--- src/rtl/mult_ctrl_pkg.sv ---
// rtl/mult_ctrl_pkg.sv - shared state type, default widths and negate helper for seq_mult_controller
package mult_ctrl_pkg;

   typedef enum logic [2:0] {IDLE, LOAD, RUN, CAPTURE, DONE} state_t;

   localparam int DEF_DW   = 8;
   localparam int DEF_DW_2 = 2 * DEF_DW;

   // Wide enough for any operand or product width; callers truncate the return value.
   localparam int NEG_W = 64;

   function automatic logic [NEG_W-1:0] neg2c(input logic [NEG_W-1:0] v);
      return ~v + NEG_W'(1);
   endfunction

endpackage

--- src/rtl/tc_magnitude.sv ---
// rtl/tc_magnitude.sv - two's-complement magnitude and sign split of one operand
// With SIGNED_OPS=0 the value passes through unchanged and sign is 0.
module tc_magnitude
   import mult_ctrl_pkg::*;
#(
   parameter int DW         = DEF_DW,
   parameter bit SIGNED_OPS = 1'b1
) (
   input  logic [DW-1:0] value,
   output logic [DW-1:0] mag,
   output logic          sign
);

   assign sign = SIGNED_OPS ? value[DW-1] : 1'b0;

   // The most negative value negates to itself, which reads correctly as an unsigned 2^(DW-1).
   assign mag = sign ? DW'(neg2c(NEG_W'(value))) : value;

endmodule

--- src/rtl/seq_mult_controller.sv ---
// rtl/seq_mult_controller.sv - sequences the shared sweep adder for one DWxDW multiply per request
// Define SEQ_MULT_CTRL_SIGNED_EN for two's-complement operands; unsigned otherwise.
module seq_mult_controller
   import mult_ctrl_pkg::*;
#(
   parameter int DW      = DEF_DW,
   parameter int DW_2    = 2 * DW,
   parameter int DWlogb2 = $clog2(DW)
) (
   input  logic            clk,
   input  logic            rst,
   input  logic            start,
   output logic            ready,
   input  logic [DW-1:0]   multiplier,
   input  logic [DW-1:0]   multiplicand,
   output logic            add_l_s,
   output logic            add_init,
   output logic            add_permit,
   output logic [DW-1:0]   add_rgstr1,
   output logic [DW_2-1:0] add_rgstr2,
   input  logic            add_done,
   input  logic [DW_2-1:0] add_product,
   output logic [DW_2-1:0] result,
   output logic            result_valid,
   input  logic            result_ready,
   output logic            err
);

`ifdef SEQ_MULT_CTRL_SIGNED_EN
   localparam bit SIGNED_OPS = 1'b1;
`else
   localparam bit SIGNED_OPS = 1'b0;
`endif

   localparam logic [DWlogb2:0] K_LAST = (DWlogb2 + 1)'(DW - 1);

   state_t            state;
   state_t            state_nxt;
   logic [DW-1:0]     mag_a;
   logic [DW-1:0]     mag_b;
   logic              neg;
   logic [DWlogb2:0]  k;
   logic [DW_2-1:0]   base;

   logic [DW-1:0]     in_mag_a;
   logic [DW-1:0]     in_mag_b;
   logic              in_sign_a;
   logic              in_sign_b;
   logic [DW_2-1:0]   diff;
   logic [DW_2-1:0]   diff_neg;

   tc_magnitude #(.DW(DW), .SIGNED_OPS(SIGNED_OPS)) u_mag_a (
      .value (multiplier),
      .mag   (in_mag_a),
      .sign  (in_sign_a)
   );

   tc_magnitude #(.DW(DW), .SIGNED_OPS(SIGNED_OPS)) u_mag_b (
      .value (multiplicand),
      .mag   (in_mag_b),
      .sign  (in_sign_b)
   );

   // The adder accumulator is never cleared, so the product is taken relative to the LOAD snapshot.
   assign diff     = add_product - base;
   assign diff_neg = DW_2'(neg2c(NEG_W'(diff)));

   always_ff @(posedge clk or negedge rst) begin
      if (!rst) begin
         state  <= IDLE;
         mag_a  <= '0;
         mag_b  <= '0;
         neg    <= 1'b0;
         k      <= '0;
         base   <= '0;
         result <= '0;
         err    <= 1'b0;
      end else begin
         state <= state_nxt;
         case (state)
            IDLE: begin
               if (start) begin
                  mag_a <= in_mag_a;
                  mag_b <= in_mag_b;
                  neg   <= in_sign_a ^ in_sign_b;
               end
            end
            LOAD: begin
               base <= add_product;
               k    <= '0;
            end
            RUN: begin
               k <= k + 1'b1;
            end
            CAPTURE: begin
               result <= neg ? diff_neg : diff;
               if (!add_done) begin
                  err <= 1'b1;
               end
            end
            default: begin
            end
         endcase
      end
   end

   always_comb begin
      state_nxt    = state;
      ready        = 1'b0;
      result_valid = 1'b0;
      add_l_s      = 1'b0;
      add_init     = 1'b0;
      add_permit   = 1'b1;
      add_rgstr1   = '0;
      add_rgstr2   = '0;
      case (state)
         IDLE: begin
            ready = 1'b1;
            if (start) begin
               state_nxt = LOAD;
            end
         end
         LOAD: begin
            add_init  = 1'b1;
            add_l_s   = 1'b1;
            state_nxt = RUN;
         end
         RUN: begin
            add_init   = 1'b1;
            add_permit = 1'b0;
            add_rgstr1 = mag_a;
            add_rgstr2 = DW_2'(mag_b) << k;
            if (k == K_LAST) begin
               state_nxt = CAPTURE;
            end
         end
         CAPTURE: begin
            add_init  = 1'b1;
            state_nxt = DONE;
         end
         DONE: begin
            result_valid = 1'b1;
            if (result_ready) begin
               state_nxt = IDLE;
            end
         end
         default: begin
            state_nxt = IDLE;
         end
      endcase
   end

endmodule

--- config.mk ---
export PLATFORM = sky130hd
export DESIGN_NAME = seq_mult_controller
export DESIGN_NICKNAME = d
export VERILOG_FILES = /design/src/rtl/mult_ctrl_pkg.sv /design/src/rtl/tc_magnitude.sv /design/src/rtl/seq_mult_controller.sv
export SDC_FILE = /design/constraint.sdc
export NUM_CORES = 1
export LEC_CHECK = 0
export ABC_AREA = 0
export BUFFER_PORTS_ARGS = -buffer_cell sky130_fd_sc_hd__clkbuf_2
export CORE_AREA = 2 2 96 79
export CTS_BUF_LIST = sky130_fd_sc_hd__clkbuf_8
export DETAILED_ROUTE_END_ITERATION = 6
export DIE_AREA = 0 0 98 81
export PLACE_DENSITY = 0.77
export SLEW_MARGIN = 20
export SYNTH_ARGS = -nofsm -noshare
export SYNTH_HDL_FRONTEND = slang
export SYNTH_SLANG_ARGS = --single-unit
--- constraint.sdc ---
create_clock -name clk -period 2 [get_ports clk]
set_input_delay 0.1 -clock clk [delete_from_list [all_inputs] [get_ports clk]]
set_output_delay 0.1 -clock clk [all_outputs]
set_load 0.02 [all_outputs]
# Word level (Yosys, flattened, before mapping)
# Cells that the tools add are included.
# word_totals
ff_bits	56
latch_bits	0
ram_bits	0
mem_bits_ro	0
inputBits	37
output_inout_bits	46
elab_cells	37
memories	0
# op_classes
addsub	2
mul	0
div	0
magnitude_cmp	0
eq_ne	8
shifts	1
n_mux	12
bitwise_logic	1
reduce_logical	6
# ops
op	n
$mux W16	1
$shl A8 B4 Y16	1
$sub A16 B16 Y16	1
$pmux W3 S5	1
$mux W3	3
$mux W8	1
$pmux W4 S2	1
$eq A3 B2 Y1 const B	2
$ne A2 B2 Y1 const B	3
$mux W1	5
$add A4 B1 Y4 const B	1
$eq A4 B3 Y1 const B	1
$reduce_and A2 Y1	2
$eq A3 B1 Y1 const B	1
$eq A3 B3 Y1 const B	1
$logic_not A3 Y1	1
$reduce_and A3 Y1	1
$reduce_or A3 Y1	1
$reduce_bool A2 Y1	1
$not A1 Y1	1

# Logic depth before layout (Yosys ltp)
# Gate-level depths: netlist of the first run.
# depth
word_depth	3
mapped_depth	9
mapped_depth_nobuf	9

# Cells and area by module
# A second synthesis of the first run with hierarchy kept.
# hier_totals
cells_unflattened	471
area_unflattened_um2	4065.1
# by_module_without_submodules
mod	instances	cells_each	area_per_inst_um2	seq_area_each_um2
seq_mult_controller	1	451	3922.5	1426.4
tc_magnitude	2	10	71.3	0.0

# Worst setup path after synthesis of the first run
# Ideal clock, no wire load.
# synth_timing
path_type	register to register
start	reg base[0]
end	reg result[12]
setup_ps	71
arrival_ps	1956
required_ps	1929
slack_ps	-27
stages_incl_launch_ff	9
n_path_buf	0
period_less_slack_ps	2027
cell_sequence	dfrtp_1 -> ha_1 -> fa_1 -> nor2b_4 -> o31ai_2 -> a211oi_2 -> nor2_1 -> a2111o_1 -> nand4_1
# synth_between
elab_chain_len	1
# synth_rtl
item	line_no	source
start: declaration	seq_mult_controller.sv:43	logic [DW_2-1:0] base;
start signal: assignment	seq_mult_controller.sv:89	base <= add_product;
$sub A16 B16 Y16	seq_mult_controller.sv:65	assign diff = add_product - base;
end signal: assignment	seq_mult_controller.sv:96	result <= neg ? diff_neg : diff;
end: declaration	seq_mult_controller.sv:23	output logic [DW_2-1:0] result,
# Every way passes these cells.
# A chain may end at the register's enable or synchronous reset.

# Worst setup path after layout of the first run
# layout_timing
start	reg k[0]
end	out add_rgstr2[9]
# layout_between
elab_chain_len	2
# layout_rtl
item	line_no	source
start: declaration	seq_mult_controller.sv:42	logic [DWlogb2:0] k;
start signal: assignment	seq_mult_controller.sv:93	k <= k + 1'b1;
$shl A8 B4 Y16	seq_mult_controller.sv:132	add_rgstr2 = DW_2'(mag_b) << k;
$mux W16	seq_mult_controller.sv:116	case (state)
end: declaration	seq_mult_controller.sv:20	output logic [DW_2-1:0] add_rgstr2,
# Every way passes these cells.

==> summary.txt, run 1 <==
Status
  • Status: finished with violations
  • Violated checks: negative setup slack

Floorplanning
  • # IOs: 83
  • Die area: 7940 sq um
  • Core Region: 7110 sq um
  • Row cnt: 28
  • Die X: 98 um
  • Die Y: 81 um
  • Initial Util: 47.7%

Logic synthesis
  • Avg Cell Area, Syn: 8.95 sq um
  • Synthesized area: 3390 sq um
  • Number of synthesized flops with an enable pin: 0
  • Async SR Flop Fraction: 100%
  • Syn Inst Count: 379
  • Synth unique cells: 50
  • Ys flop type: dfrtp_1
  • Register area share after synthesis: 41.3%
  • Mapped Nets: 433
  • Post-synthesis register bit count: 56
  • Yosys warns: 0

Critical path
  • Crit end category: primary output
  • Crit-path max FO: 7
  • CP Class: flop to primary output
  • Crit path DAT: 1.98 ns
  • CP required: 1.90 ns
  • Critical Path Source Type: flop

Final layout
  • Fin cells: 574
  • Area of the multi-input gates: 1970 sq um
  • Nets: 537
  • P&R area growth vs syn: 30.1%
  • Sequential Area: 1410 sq um
  • Final Util: 62.1%
  • Share of layout cells above drive strength 1: 37.0%
  • Ant diodes: 0
  • Fillcell total: 629

STA
  • Rel. slew slack: 63.8%
  • Final setup vio count: 8
  • Crit share post-route: 104%
  • Hold WS: 0.00556 ns
  • Final Hold Vio Count: 0
  • Max Fclk: 481 MHz
  • Minimum clock period: 2.08 ns
  • PnR worst setup slack: -0.0788 ns
  • Clk_skew: 0.0136 ns
  • Pins Over Slew Limit: 0
  • Final setup TNS: -0.345 ns
  • Worst slew pin tran: 0.544 ns
  • RSZ-0062 raised after global routing: true

Detailed routing
  • Avg WL per Cell: 14.4 um
  • Via density: 5.35
  • ANT nets after route: 0
  • DRT Wirelength: 8280 um
  • Iter 0 DRT Violations: 160
  • DRC violations left: 0
  • Iteration count of the initial detailed-routing pass: 6
  • Vias: 3072

Global routing
  • GRT Overall Usage: 20.3%
  • Gr ovfl total: 0
  • Vias in the first global route: 2941
  • First-pass GRT wire length: 13200 um
  • Initial antenna violation count: 0
  • Largest net degree at the start of global routing: 22

Min path
  • Hold/Removal Path Class: input port to flop

Clock tree
  • Worst-path clk slew: 0.11 ns
  • Clk buf depth: 2
  • Maximum level of the CTS H-tree: 2
  • CTS sink count: 56
  • CTS tree: built
  • Root Driver: clkbuf_8
  • CTS Buf Count: 5
  • Clock Latency Late Sink: 0.32 ns

Place
  • Post-place setup slack: -0.0406 ns
  • Placed cells: 550
  • IO buf count: 82
  • Hpwl dp: 5960 um
  • Final GP Congestion: 0.873

Run
  • Number of max-cap violations: 0

Power and ir drop
  • Peak supply drop: 0.657 mV
  • Pwr/cell area: 1700 nW/um^2
  • Standby leakage power: 2.10 nW
==> sequential cells by signal, indices dropped and copies added (netlist names) <==
signal	count
base	16
result	16
mag_a	8
mag_b	8
k	4
state	3
err	1
==> through the flow <==
stage	power (mW)	instance area (sq um)
6_report	7.53	4420
2_1_floorplan	5.00	3400
4_1_cts	7.14	4260
3_5_place_dp	6.22	3980
3_3_place_gp	6.09	3980
5_1_grt	8.12	4420
==> critical path, cell delays in order, from the launching register on <==
cell and delay, ns:
dfrtp_2 0.52, buf_6 0.16, mux2_4 0.32, and3_1 0.20, a21oi_2 0.11, o32a_1 0.16
nor2_1 0.04, buf_4 0.15
==> kinds of logic (layout without fill, tap and decap cells) <==
group,after synthesis,in the layout,share of synthesized area (%)
xor gates and xnor gates,9,9,2.32
buffers and inverters,45,150,5.42
adders and majority gates,17,17,6.49
DFF,56,56,41.3
and+or+nand+nor,134,134,18.8
AOI/OAI and AO/OA,87,87,15.7
muxes,31,31,9.96
==> final cells by class <==
class	instances	share of cell area (%)
inverter	23	1.98
tap	90	2.55
multi-input combinational	278	44.5
timing repair buffer	119	16.9
clock inverter	2	0.340
clock buffer	6	1.87
sequential	56	31.8
==> repair_timing <==
item | in CTS | in global routing
endpoints found under the setup margin | 17 | 25
buffers inserted | 4 | 4
hold buffers | 8 | 0
hold endpoints to repair | 26 | 0
gates resized for setup | 23 | 44
pin swaps | 3 | 7
==> cell usage after synthesis, types with 2 or more instances <==
cell | n | area (sq um)
nor3_1 | 7 | 35.0
clkbuf_1 | 12 | 45.0
ha_1 | 16 | 200
a211oi_1 | 2 | 15.0
o21ai_0 | 41 | 205
o21a_1 | 4 | 30.0
o21bai_1 | 2 | 15.0
and2_1 | 3 | 18.8
nor3b_1 | 3 | 22.5
nand2b_1 | 4 | 25.0
o22a_1 | 2 | 17.5
mux2_2 | 22 | 248
nand2_1 | 56 | 210
a31oi_1 | 2 | 12.5
nor2b_1 | 3 | 18.8
o31ai_1 | 4 | 30.0
and3_1 | 10 | 62.6
nand3_1 | 9 | 45.0
a21oi_2 | 2 | 17.5
or3_1 | 2 | 12.5
inv_1 | 22 | 82.6
nand4_1 | 4 | 25.0
mux2i_1 | 9 | 90.1
xor2_1 | 4 | 35.0
dfrtp_1 | 56 | 1400
buf_2 | 9 | 45.0
xnor2_1 | 5 | 43.8
o21ai_1 | 2 | 10.0
a21oi_1 | 14 | 70.1
o211ai_1 | 3 | 22.5
nor2_1 | 26 | 97.6
==> cells in the final DEF (no fill, tap or decap), types with 3 or more instances in the layout <==
cell type	synthesis	layout
clkbuf_2	0	71
nand2_1	56	55
dfrtp_1	56	53
o21ai_0	41	36
buf_4	1	32
nor2_1	26	23
inv_1	22	22
mux2_2	22	17
ha_1	16	13
and3_1	10	10
nand3_1	9	9
a21oi_2	2	9
dlygate4sd3_1	0	8
nor3_1	7	7
a21oi_1	14	7
mux2i_1	9	6
clkbuf_8	0	6
mux2_4	0	5
xnor2_1	5	5
o21ai_1	2	4
nand2b_1	4	4
xor2_1	4	4
o21a_1	4	4
nand4_1	4	4
buf_6	0	4
o21ai_2	0	3
and2_1	3	3
nor3b_1	3	3
o31ai_1	4	3
o211ai_1	3	3
dfrtp_2	0	3
==> worst paths after layout <==
| path | startpoint | endpoint | slack (ns) | depth (start not counted) |
|---|---|---|---|---|
| min reg2reg | result[5] | result[5] | 0.49 | 2 |
| max | k[0] | add_rgstr2[9] | -0.08 | 7 |
| max reg2reg | base[0] | result[12] | -0.06 | 8 |
| min | add_product[11] | base[11] | 0.006 | 3 |
| max in group asynchronous | rst | state[2] | 1.06 | 3 |
| min in group asynchronous | rst | result[7] | 0.27 | 2 |
==> routing by layer <==
metal	track usage, %	vias to the layer above	routed length [um]
li1	-	1519	-
met1	27.8	1451	3860
met2	32.9	93	3900
met3	3.27	9	427
met4	7.22	0	91
met5	0	-	0
==> report_power, final <==
part | switching (mW) | internal (mW)
sequential | 0.370 | 1.69
combinational | 2.68 | 2.10
clock | 0.407 | 0.282
Note: power is estimated with default switching activity, not from simulation.
==> run 2: changes to the inputs <==
--- a/config.mk
+++ b/config.mk
@@ -7,12 +7,10 @@
 export LEC_CHECK = 0
 export ABC_AREA = 0
 export BUFFER_PORTS_ARGS = -buffer_cell sky130_fd_sc_hd__clkbuf_2
-export CORE_AREA = 2 2 96 79
+export CORE_AREA = 2 2 106 88
 export CTS_BUF_LIST = sky130_fd_sc_hd__clkbuf_8
 export DETAILED_ROUTE_END_ITERATION = 6
-export DIE_AREA = 0 0 98 81
-export PLACE_DENSITY = 0.77
-export SLEW_MARGIN = 20
+export DIE_AREA = 0 0 108 90
 export SYNTH_ARGS = -nofsm -noshare
 export SYNTH_HDL_FRONTEND = slang
 export SYNTH_SLANG_ARGS = --single-unit
==> run 2 against run 1 <==
The flow still finishes with violations (negative setup slack); core utilization fell by 10 points; critical path depth rose by 1; non-clock buffer count rose by 11; global-route usage fell by 3.1 points; register-to-register slack got worse by 0.02 ns.
==> summary.txt, run 2 (same netlist as run 1, synthesis figures left out) <==
Status
  • Status: finished with violations
  • Violated checks: negative setup slack

Critical path
  • CP Class: flop to flop
  • Reg-to-Reg End: result[12]
  • Reg2reg setup slack: -0.08 ns
  • R2r startpoint: base[0]
  • Crit-path max FO: 2
  • Critical Path Source Type: flop
  • CP required: 2.25 ns
  • Worst Reg-to-Reg Cells: 8
  • Crit path DAT: 2.33 ns
  • Crit end category: flop

Final layout
  • Share of layout cells above drive strength 1: 35.2%
  • Area of the multi-input gates: 1940 sq um
  • Fin cells: 610
  • Sequential Area: 1410 sq um
  • Commonest non-fill, non-tap cell in the layout: clkbuf_2
  • Ant diodes: 0
  • P&R area growth vs syn: 33.6%
  • Most frequent cells in the layout: clkbuf_2, nand2_1, dfrtp_1, o21ai_0
  • Final Util: 51.9%
  • Fillcell total: 835
  • Biggest regs: base x16, result x16
  • Nets: 548
  • Design area: 4530 sq um

Detailed routing
  • Avg WL per Cell: 13.5 um
  • DRT Wirelength: 8240 um
  • Via density: 4.96
  • Iteration count of the initial detailed-routing pass: 4
  • Vias: 3024
  • ANT nets after route: 0
  • DRC violations left: 0
  • Iter 0 DRT Violations: 108

Global routing
  • Initial antenna violation count: 0
  • GRT Overall Usage: 17.2%
  • Gr ovfl total: 0
  • Largest net degree at the start of global routing: 57
  • Vias in the first global route: 2835
  • First-pass GRT wire length: 13500 um

Place
  • Final GP Congestion: 0.856
  • IO buf count: 82
  • Placed cells: 576
  • Hpwl dp: 5970 um
  • Post-place setup slack: -0.0355 ns
  • DP Area: 4030 sq um

STA
  • Pins Over Slew Limit: 0
  • Max Fclk: 480 MHz
  • Final Hold Vio Count: 0
  • Rel. slew slack: 74.4%
  • PnR worst setup slack: -0.0847 ns
  • Final setup vio count: 6
  • Clk_skew: 0.00887 ns
  • Crit share post-route: 104%
  • Final setup TNS: -0.201 ns
  • Minimum clock period: 2.08 ns
  • Worst slew pin tran: 0.385 ns
  • RSZ-0062 raised after global routing: true

Clock tree
  • CTS tree: built
  • Maximum level of the CTS H-tree: 2
  • Clk buf depth: 2
  • CTS sink count: 56
  • Clock Latency Late Sink: 0.32 ns
  • Root Driver: clkbuf_8
  • CTS Buf Count: 5
  • Worst-path clk slew: 0.11 ns

Floorplanning
  • Core Region: 8730 sq um
  • Die X: 108 um
  • Die area: 9720 sq um
  • Die Y: 90 um
  • # IOs: 83
  • Initial Util: 38.9%
  • Row cnt: 31

Power and ir drop
  • Peak supply drop: 0.539 mV
  • Standby leakage power: 2.15 nW
  • Pwr/cell area: 1630 nW/um^2

Run
  • Number of max-cap violations: 0

Min path
  • Hold Crit Depth: 2
  • Hold/Removal Path Class: input port to flop
  • Min-delay src: multiplicand[0]
  • Hold Crit Endpoint: mag_b[0]
==> run 2: where the power goes <==
group          internal, mW  leakage (nW)  switching, mW
Combinational          2.07          1.43           2.57
Clock                 0.246        0.0455          0.402
Sequential             1.69         0.672          0.410
==> run 2: worst max path at each step <==
stage	cells past startpoint	slack (ns)	end	start
global route	8	-0.16	result[12]	base[0]
floorplan	5	0.007	mag_a[0]	state[0]
global placement	8	0.02	result[12]	base[0]
finish	8	-0.08	result[12]	base[0]
CTS	7	-0.04	add_rgstr2[13]	k[0]
detailed placement	8	-0.04	result[12]	base[0]
==> run 2: worst max-delay path, cell delays in order (launching register included) <==
cell	delay [ns]
dfrtp_1	0.39
ha_2	0.19
fa_2	0.37
nor2b_4	0.15
o31ai_4	0.08
a211oi_2	0.26
nor2_1	0.09
a2111o_1	0.41
nand4_1	0.07
==> run 2: per-layer routing <==
layer / wire, um / share of wire (%) / GRT usage (%) / vias up
li1: - / - / - / 1544
met1: 4210 / 51 / 25.3 / 1396
met2: 3550 / 43 / 25.5 / 74
met3: 367 / 4.5 / 3.12 / 10
met4: 106 / 1.3 / 5.24 / 0
met5: 0 / 0 / 0 / -
==> run 2: stage by stage <==
| stage | total power, mW | hold slack [ns] |
|---|---|---|
| after floorplan | 5.00 | -0.196 |
| after global placement | 6.20 | 0.129 |
| after detailed placement | 6.27 | 0.134 |
| after CTS | 7.24 | 0.00000946 |
| after global routing | 8.06 | 0.000579 |
| final | 7.38 | 0.00887 |
==> run 2: timing repair <==
item                       4_1_cts  5_1_grt
hold buffers                    18        2
gates resized for setup         26       28
setup buffers                    5        1
pin swaps                        1        6
setup endpoints to repair       16       24
hold endpoints to repair        73        2
==> run 2: final cells by class <==
| cell class | count | share of cell area (%) |
|---|---|---|
| clock inverter | 3 | 0.442 |
| tap | 115 | 3.18 |
| multi-input combinational | 278 | 42.8 |
| timing repair buffer | 130 | 19.1 |
| inverter | 23 | 1.91 |
| clock buffer | 5 | 1.52 |
| sequential | 56 | 31.1 |
==> run 3: changes to the inputs <==
--- a/config.mk
+++ b/config.mk
@@ -6,11 +6,12 @@
 export NUM_CORES = 1
 export LEC_CHECK = 0
 export ABC_AREA = 0
-export BUFFER_PORTS_ARGS = -buffer_cell sky130_fd_sc_hd__clkbuf_2
 export CORE_AREA = 2 2 106 88
 export CTS_BUF_LIST = sky130_fd_sc_hd__clkbuf_8
 export DETAILED_ROUTE_END_ITERATION = 6
 export DIE_AREA = 0 0 108 90
+export DONT_BUFFER_PORTS = 1
+export MAX_ROUTING_LAYER = met4
 export SYNTH_ARGS = -nofsm -noshare
 export SYNTH_HDL_FRONTEND = slang
 export SYNTH_SLANG_ARGS = --single-unit
==> run 3 against run 2 <==
The flow still finishes with violations (negative setup slack); global-route usage rose by 0.90 points; maximum frequency increased by 0.25%; final area fell by 0.80%; first-iteration DRC count up 9.3%; power is 1.5% higher; worst hold slack gained 0.092 ns; routed wire length grew 3.6%; clock power decreased by 1%; critical endpoint is now add_rgstr2[13]; via count shrank 4.6%.
==> summary.txt, run 3 (same netlist as run 1, synthesis figures left out) <==
Critical path
  • Critical Path Source Type: flop
  • Crit end category: primary output
  • CP Class: flop to primary output
  • Biggest cell delay along the critical path: 0.45 ns
  • Crit-path max FO: 5
  • CP required: 1.90 ns
  • Crit path cell chain: buf_6 -> mux2i_2 -> mux2i_1 -> mux2_4 -> a32oi_2 -> nor2_1 -> buf_4
  • Critical path's slowest cell: dfrtp_2
  • Crit path DAT: 1.98 ns

Detailed routing
  • Via density: 5.17
  • Avg WL per Cell: 15.3 um
  • DRT Wirelength: 8540 um
  • DRC violations left: 0
  • ANT nets after route: 0
  • Iter 0 DRT Violations: 118
  • Iteration count of the initial detailed-routing pass: 4
  • Vias: 2886

Min path
  • Hold/Removal Path Class: input port to flop

Clock tree
  • Clk buf depth: 2
  • CTS tree: built
  • CTS Buf Count: 5
  • Worst-path clk slew: 0.10 ns
  • CTS sink count: 56
  • Maximum level of the CTS H-tree: 2
  • Clock Latency Late Sink: 0.31 ns
  • Root Driver: clkbuf_8

Final layout
  • P&R area growth vs syn: 32.5%
  • Most frequent cells in the layout: nand2_1, dfrtp_1, buf_4, dlygate4sd3_1, o21ai_0
  • Commonest non-fill, non-tap cell in the layout: nand2_1
  • Sequential Area: 1410 sq um
  • Fin cells: 558
  • Biggest regs: base x16, result x16
  • Final Util: 51.5%
  • Share of layout cells above drive strength 1: 26.9%
  • Design area: 4500 sq um
  • Ant diodes: 0
  • Fillcell total: 820
  • Area of the multi-input gates: 2050 sq um
  • Nets: 496

Place
  • IO buf count: 0
  • Hpwl dp: 5930 um
  • Final GP Congestion: 0.847
  • Placed cells: 511
  • DP Area: 3750 sq um

Global routing
  • Vias in the first global route: 2857
  • Largest net degree at the start of global routing: 57
  • Gr ovfl total: 0
  • GRT Overall Usage: 18.1%
  • First-pass GRT wire length: 13800 um
  • Initial antenna violation count: 0

STA
  • Hold WS: 0.100 ns
  • Crit share post-route: 104%
  • Clk_skew: 0.00994 ns
  • Final Hold Vio Count: 0
  • Rel. slew slack: 72.2%
  • Max Fclk: 481 MHz
  • Pins Over Slew Limit: 0
  • PnR worst setup slack: -0.0795 ns
  • Final setup vio count: 5
  • Minimum clock period: 2.08 ns
  • RSZ-0062 raised after global routing: true
  • Worst slew pin tran: 0.415 ns

Power and ir drop
  • Standby leakage power: 1.96 nW
  • Peak supply drop: 0.591 mV
  • Pwr/cell area: 1670 nW/um^2
  • Total power: 7.49 mW

Status
  • Violated checks: negative setup slack
  • Status: finished with violations

Floorplanning
  • # IOs: 83
  • Die area: 9720 sq um
  • Initial Util: 38.9%
  • Core Region: 8730 sq um
  • Row cnt: 31
  • Die Y: 90 um
  • Die X: 108 um

Run
  • Number of max-cap violations: 0
[run 3: cell count changes in the layout (fill, tap and decap cells not counted), sizes merged]
cell,delta
clkbuf,-76
inv,+1
buf,+10
dlygate4sd3,+15
clkinv,-1
clkinvlp,-1
[run 3: area by class of cell]
cell class                      instances  area share (%)
Timing Repair Buffer                   78            16.0
Inverter                               23            1.92
Clock buffer                            6            1.84
Multi-Input combinational cell        278            45.5
Tap cell                              115            3.20
Clock inverter                          2           0.167
Sequential cell                        56            31.3
[run 3: timing repair]
action / in CTS / in global routing
hold buffers: 36 / 0
endpoints found under the setup margin: 15 / 24
hold endpoints to repair: 90 / 0
pin swaps: 1 / 13
setup buffers: 1 / 2
resized for setup: 13 / 49
[run 3: report_power, final]
part           internal [mW]  leakage [nW]  total [mW]  switching, mW
clock                  0.274        0.0538       0.641          0.367
sequential              1.69         0.672        2.36          0.676
combinational           2.14          1.24        4.49           2.35
[run 3: worst max-delay path: cells and delay by family, from the launching register on]
family / cells / cell delay (ns)
multiplexers: 3 / 0.65
flip-flops: 1 / 0.45
buffers and inverters: 2 / 0.31
AO/OA/AOI/OAI: 1 / 0.18
AND/OR/NAND/NOR: 1 / 0.07
[run 3: per-stage QoR]
step           setup slack [ns]  TNS (ns)
2_1_floorplan           0.00708         0
3_3_place_gp             0.0205         0
3_5_place_dp            -0.0414   -0.0504
4_1_cts                 -0.0283   -0.0553
5_1_grt                  -0.181     -1.09
6_report                -0.0795    -0.207
[run 3: layer usage]
metal | GRT usage, % | part of all wire (%)
met1 | 25.5 | 48
met2 | 27.1 | 46
met4 | 3.85 | 0.73
met3 | 3.34 | 5.5
met5 | - | 0
[run 3: worst paths after layout]
path / from / to / slack [ns] / cells after the start
max: k[0] / add_rgstr2[13] / -0.08 / 7
min: add_product[15] / result[15] / 0.10 / 3
max reg2reg: base[0] / result[12] / -0.05 / 8
min reg2reg: mag_a[4] / mag_a[4] / 0.51 / 1
max in group asynchronous: rst / state[0] / 1.43 / 2
min in group asynchronous: rst / base[7] / 0.30 / 2
